File: src/rtl/lcm_cfg_bank.sv
// rtl/lcm_cfg_bank.sv - local-control register engine: buffers a control packet,
// executes one register read/write, and echoes the packet back with the result.
module lcm_cfg_bank #(
   parameter int          NUM_REGS  = 8,
   parameter int          NUM_STAT  = 4,
   parameter int          REG_W     = 64,
   parameter int          MAX_WORDS = 8,
   parameter int          CMD_WORD  = 0,
   parameter logic [63:0] REG_RST   = '0
) (
   input  logic                      clk,
   input  logic                      rst_n,
   input  logic [133:0]              in_pkt_data,
   input  logic                      in_pkt_data_wr,
   input  logic                      in_pkt_data_valid,
   input  logic                      in_pkt_data_valid_wr,
   output logic                      in_pkt_data_ready,
   output logic [133:0]              out_pkt_data,
   output logic                      out_pkt_data_wr,
   output logic                      out_pkt_data_valid,
   output logic                      out_pkt_data_valid_wr,
   input  logic                      out_pkt_data_ready,
   output logic [NUM_REGS*REG_W-1:0] cfg_regs,
   output logic [NUM_REGS-1:0]       cfg_wr_pulse,
   input  logic [NUM_STAT*64-1:0]    stat_in,
   output logic [15:0]               drop_cnt
);

   localparam int IW = $clog2(MAX_WORDS);
   localparam int CW = $clog2(MAX_WORDS + 1);

   typedef enum logic [2:0] {S_IDLE, S_RECV, S_FLUSH, S_EXEC, S_SEND} state_t;

   state_t        state;
   logic [133:0]  pkt_buf [2**IW];
   logic [CW-1:0] wcnt;
   logic [CW-1:0] rd_idx;

   logic take, is_head, is_tail, buf_full, good_tail, drop_ev;

   assign take      = in_pkt_data_wr && in_pkt_data_ready;
   assign is_head   = (in_pkt_data[133:132] == 2'b01);
   assign is_tail   = (in_pkt_data[133:132] == 2'b10);
   assign buf_full  = (wcnt == CW'(MAX_WORDS));
   assign good_tail = in_pkt_data_valid_wr && in_pkt_data_valid &&
                      ((32'(wcnt) + 32'd1) > 32'(CMD_WORD));
   assign drop_ev   = take && (state == S_RECV) &&
                      (is_head || buf_full || (is_tail && !good_tail));

   logic [133:0]        cmd;
   logic [47:0]         addr;
   logic                rd;
   logic [63:0]         wdata;
   logic [REG_W-1:0]    wtrunc;
   logic [NUM_REGS-1:0] reg_hit;
   logic                stat_hit;
   logic [63:0]         reg_word, stat_word, exec_data;
   logic                exec_err;

   assign cmd    = pkt_buf[IW'(CMD_WORD)];
   assign addr   = cmd[47:0];
   assign rd     = cmd[48];
   assign wdata  = cmd[119:56];
   assign wtrunc = wdata[REG_W-1:0];

   // Full 48-bit compare so aliases of valid addresses in the upper bits miss.
   always_comb begin
      reg_hit   = '0;
      stat_hit  = 1'b0;
      reg_word  = '0;
      stat_word = '0;
      for (int i = 0; i < NUM_REGS; i++) begin
         if (addr == 48'(i)) begin
            reg_hit[i] = 1'b1;
            reg_word   = 64'(cfg_regs[i*REG_W +: REG_W]);
         end
      end
      for (int j = 0; j < NUM_STAT; j++) begin
         if (addr == 48'(NUM_REGS + j)) begin
            stat_hit  = 1'b1;
            stat_word = stat_in[j*64 +: 64];
         end
      end
   end

   always_comb begin
      exec_err  = 1'b0;
      exec_data = wdata;
      if (|reg_hit) begin
         exec_data = rd ? reg_word : 64'(wtrunc);
      end else if (stat_hit && rd) begin
         exec_data = stat_word;
      end else begin
         exec_err = 1'b1;
         if (rd) exec_data = '0;
      end
   end

   logic          buf_we;
   logic [IW-1:0] buf_widx;
   logic [133:0]  buf_wdata;

   always_comb begin
      buf_we    = 1'b0;
      buf_widx  = '0;
      buf_wdata = in_pkt_data;
      if (state == S_EXEC) begin
         buf_we            = 1'b1;
         buf_widx          = IW'(CMD_WORD);
         buf_wdata         = cmd;
         buf_wdata[119:56] = exec_data;
         buf_wdata[49]     = exec_err;
      end else if (take && is_head && (state == S_IDLE || state == S_RECV)) begin
         buf_we = 1'b1;
      end else if (take && (state == S_RECV) && !buf_full) begin
         buf_we   = 1'b1;
         buf_widx = wcnt[IW-1:0];
      end
   end

   // Buffer contents are pure data; wcnt alone decides what is live.
   always_ff @(posedge clk) begin
      if (buf_we) pkt_buf[buf_widx] <= buf_wdata;
   end

   always_ff @(posedge clk or negedge rst_n) begin
      if (!rst_n) begin
         state                 <= S_IDLE;
         wcnt                  <= '0;
         rd_idx                <= '0;
         in_pkt_data_ready     <= 1'b1;
         out_pkt_data          <= '0;
         out_pkt_data_wr       <= 1'b0;
         out_pkt_data_valid    <= 1'b0;
         out_pkt_data_valid_wr <= 1'b0;
         cfg_regs              <= {NUM_REGS{REG_RST[REG_W-1:0]}};
         cfg_wr_pulse          <= '0;
         drop_cnt              <= '0;
      end else begin
         out_pkt_data_wr       <= 1'b0;
         out_pkt_data_valid_wr <= 1'b0;
         cfg_wr_pulse          <= '0;
         if (drop_ev && drop_cnt != 16'hFFFF) drop_cnt <= drop_cnt + 16'd1;
         case (state)
            S_IDLE: begin
               in_pkt_data_ready <= 1'b1;
               if (take && is_head) begin
                  wcnt  <= CW'(1);
                  state <= S_RECV;
               end
            end
            S_RECV: begin
               if (take) begin
                  if (is_head) begin
                     wcnt <= CW'(1);
                  end else if (buf_full) begin
                     state <= is_tail ? S_IDLE : S_FLUSH;
                  end else begin
                     wcnt <= wcnt + CW'(1);
                     if (is_tail) begin
                        if (good_tail) begin
                           state             <= S_EXEC;
                           in_pkt_data_ready <= 1'b0;
                        end else begin
                           state <= S_IDLE;
                        end
                     end
                  end
               end
            end
            S_FLUSH: begin
               if (take && is_tail) state <= S_IDLE;
            end
            S_EXEC: begin
               for (int i = 0; i < NUM_REGS; i++) begin
                  if (reg_hit[i] && !rd) cfg_regs[i*REG_W +: REG_W] <= wtrunc;
               end
               cfg_wr_pulse <= reg_hit & {NUM_REGS{!rd}};
               rd_idx       <= '0;
               state        <= S_SEND;
            end
            S_SEND: begin
               if (out_pkt_data_ready) begin
                  out_pkt_data    <= pkt_buf[rd_idx[IW-1:0]];
                  out_pkt_data_wr <= 1'b1;
                  if (rd_idx == wcnt - CW'(1)) begin
                     out_pkt_data_valid_wr <= 1'b1;
                     out_pkt_data_valid    <= 1'b1;
                     state                 <= S_IDLE;
                  end else begin
                     rd_idx <= rd_idx + CW'(1);
                  end
               end
            end
            default: state <= S_IDLE;
         endcase
      end
   end

endmodule

File: config.mk
export PLATFORM = sky130hd
export DESIGN_NAME = lcm_cfg_bank
export DESIGN_NICKNAME = d
export VERILOG_FILES = /design/src/rtl/lcm_cfg_bank.sv
export SDC_FILE = /design/constraint.sdc
export NUM_CORES = 2
export LEC_CHECK = 0
export BUFFER_PORTS_ARGS = -buffer_cell sky130_fd_sc_hd__buf_2
export CORE_AREA = 8 8 412 414
export DETAILED_ROUTE_END_ITERATION = 12
export DIE_AREA = 0 0 420 422
export GPL_ROUTABILITY_DRIVEN = 1
export PLACE_DENSITY_LB_ADDON = 0.3
export REMOVE_ABC_BUFFERS = 1
export SLEW_MARGIN = 20
export SYNTH_ARGS = -nofsm -noshare
export SYNTH_HDL_FRONTEND = slang
export SYNTH_SLANG_ARGS = --single-unit
File: constraint.sdc
create_clock -name clk -period 41.6 [get_ports clk]
set_clock_uncertainty 0.05 [all_clocks]
set_input_delay 6.24 -clock clk [delete_from_list [all_inputs] [get_ports clk]]
set_output_delay 6.24 -clock clk [all_outputs]
set_load 0.005 [all_outputs]
==> run metrics <==
Syn. warnings 0; Worst-Margin Slew around 1.2 ns; max_cap viols 0; ys flop type edfxtp_1; crit path time final about 9.6 ns; Slew Limit Headroom between 20 and 25%; All-Layer GR Usage between 20% and 30%; largest net degree at the start of global routing between 100 and 150; top-area cell type share of the netlist area between 40 and 50%; first-pass GRT wire length around 370,000 µm; Cells after DPL between 7,000 and 8,000; CTS sink count 1,757; final antenna-violating net count 0; Clk pin slew, worst setup/hold paths around 0.060 ns; Worst Path Required roughly 42 ns; drt wl/cell roughly 33 µm; Tightest Hold Check Type reg -> reg; peak fanout along the critical path 53; GRT overflow 0; Top delay family on crit path buffers and inverters; Synth cell types 70; antenna violations before repair 38; CP endpoint kind register; top cell type by total area after synthesis edfxtp_1; fin cells ~8,000; area of the multi-input gates 23,700 µm²; DIE AREA 177,000 µm²; power density over cell area 56.8 nW/µm²; clk_lat worst skew around 0.82 ns; Post-DP HPWL between 150,000 and 200,000 µm; # port buffers ~1,100; CTS tree done; Initial DRC Count between 4,000 and 5,000; post-CTS resize count 0; most frequent cells in the layout edfxtp_1, buf_2, dfrtp_1, mux2_2, mux4_2; Hold Vio Cnt, Final 0; syn_area_per_cell between 15 and 20 µm²; Synth area leaders edfxtp_1, dfrtp_1, mux4_2, mux2_2, mux2i_1; number of synthesized register bits about 1,800; part of the cycle the worst path needs 23.0%; maximum clock insertion buffer count 3; main combinational cell family by area after synthesis multiplexers; setup violators final 0; num rows around 150; share of cells above drive strength 1 around two fifths; total power draw around 5000 µW; postcts setup bufs 0; FILL cells roughly 13,000; Die Y about 420 µm; final net count approximately 6,000; crit path max-delay cell type buf_4; CORE AREA 163,000 µm²; Synth Instances 4,669; crit path launch type input port; # DRC 0; Async S/R FF share, synth about two fifths; xor/xnor cell area share of the yosys netlist less than 1%; multiplexer area fraction after synthesis 20.8%; CP Cell Sequence buf_2 > nor4bb_1 > nand2_1 > nor3_2 > buf_4 > buf_4 > buf_4; Post-Route Utilization between 50% and 60%; Bufs and invs on worst path 4; Storage cell area 49,300 µm²; vias in the first global route about 50,000; routed via count slightly below 50,000; setup TNS 0 ns; via/cell ratio just over 6; most common cell after layout, fill and taps aside edfxtp_1; routed wire length between 200,000 and 300,000 µm; num ports approximately 1,100; Synth Area in Adders less than 1%; RSZ-0062 raised after global routing no; Root Buffer clkbuf_16; post-synthesis simple-gate area fraction ~5.2%; arrival time worst endpoint 9.93 ns; Die Width about 420 µm; pins over their slew limit 0; Syn Std Cell Area between 70,000 and 80,000 µm²; Synth Area in Compound Gates around 5.2%; Crit Path Category in -> reg; htree depth 4; CTS Hold Buffers Added 0; initial core utilization between 40 and 50%; VDD IR-drop max around 0.045 mV; Leakage approximately 0.035 µW; TritonCTS Buffers roughly 180; synthesis-to-layout area growth 18.4%; Pre-antenna DRT Iters 6; EDFF count, synth 1,072; cell repeated most along the worst path buf_4; post-synthesis sequential area ratio about two thirds; Placer Congestion between 0.9 and 1; CP peak stage delay 0.85 ns; status complete, no violations; Max Freq about 100 MHz
==> stage by stage <==
stage | setup slack, ns | hold WS (ns) | instance area [µm²]
after floorplan | 20.91 | 0.415 | 72900
after global placement | 31.19 | 0.397 | 82200
after detailed placement | 31.12 | 0.399 | 82200
after CTS | 32.00 | 0.420 | 88200
after global routing | 31.70 | 0.428 | 88300
final | 32.05 | 0.417 | 88300
==> where the power goes <==
group / total [µW] / switching, µW / internal (µW) / leakage [µW]
clock: 1650 / 710 / 940 / 0.00295
combinational: 1120 / 682 / 440 / 0.0136
sequential: 2250 / 156 / 2090 / 0.0189
total: 5020 / 1550 / 3470 / 0.0354
==> sequential cells by signal, indices dropped and copies added (netlist names) <==
name	flops
pkt_buf	1072
cfg_regs	512
out_pkt_data	134
drop_cnt	16
cfg_wr_pulse	8
rd_idx	4
wcnt	4
state	3
in_pkt_data_ready	1
out_pkt_data_valid	1
out_pkt_data_valid_wr	1
out_pkt_data_wr	1
==> path summary, 6_finish.rpt <==
check / startpoint / end / slack, ns / cells past startpoint
min in group asynchronous: rst_n / cfg_regs[133]$_DFFE_PN0P_ / 5.33 / 1
worst max register to register: rd_idx[0]$_DFFE_PN0P_ / out_pkt_data[17]$_DFFE_PN0P_ / 35.93 / 7
worst min register to register: out_pkt_data_valid$_DFFE_PN0P_ / out_pkt_data_valid$_DFFE_PN0P_ / 0.42 / 1
worst max-delay path: in_pkt_data_wr / pkt_buf[5][26]$_DFFE_PP_ / 32.05 / 7
worst min-delay path: out_pkt_data_valid$_DFFE_PN0P_ / out_pkt_data_valid$_DFFE_PN0P_ / 0.42 / 1
max in group asynchronous: rst_n / out_pkt_data[60]$_DFFE_PN0P_ / 32.25 / 5
==> layout make-up <==
type,instances,area share [%]
Sequential cell,1757,55.9
Multi-Input combinational cell,2489,26.8
Timing Repair Buffer,1182,7.14
Clock buffer,235,5.50
Tap cell,2189,3.10
Clock inverter,106,1.35
Inverter,30,0.133
Antenna cell,23,0.0652
==> cell usage after synthesis (12+ instances only) <==
cell and n:
dfrtp_1 684, nor3b_1 54, mux2_2 371, nor2_1 277, clkbuf_1 203, nand2_1 248, a221oi_1 22, a21oi_1 228
a32oi_1 33, or4_1 13, nand3b_1 40, buf_2 36, a22oi_1 23, mux2_1 144, a31oi_1 43, mux4_2 345
o22ai_1 59, nand4_1 14, buf_6 17, mux2i_1 193, a21o_1 24, edfxtp_1 1072, nor3_1 75, inv_1 28
o32ai_1 17, nand3_1 37, o21ai_0 46, clkbuf_2 12, buf_1 118, xnor2_1 20, o221ai_1 61
==> cells by family (layout without fill, tap and decap cells) <==
family          count (synthesis)  in the layout
compound gates                597            597
xor+xnor                       22             22
fa+ha+maj                       4              4
buf+inv                       423           1553
flops                        1757           1757
mux                          1053           1053
other cells                     0             23
simple gates                  813            813
==> metal layers <==
metal | track usage (%) | share of wire, % | wire [µm] | vias up
li1 | - | - | - | 20132
met1 | 35.2 | 37 | 96600 | 25532
met2 | 47.1 | 49 | 128000 | 2431
met3 | 6.66 | 7.9 | 20500 | 647
met4 | 14.5 | 5.8 | 15200 | 14
met5 | 0 | 0.032 | 84 | -
==> worst reg2reg max path: stages (launching register included) <==
cell and delay (ns):
dfrtp_4 1.01, buf_4 0.79, buf_4 0.92, buf_6 0.72, buf_4 0.92, mux4_2 0.64, mux2i_1 0.33, a21oi_1 0.12
No activity file was read; power rests on OpenSTA's default activity.
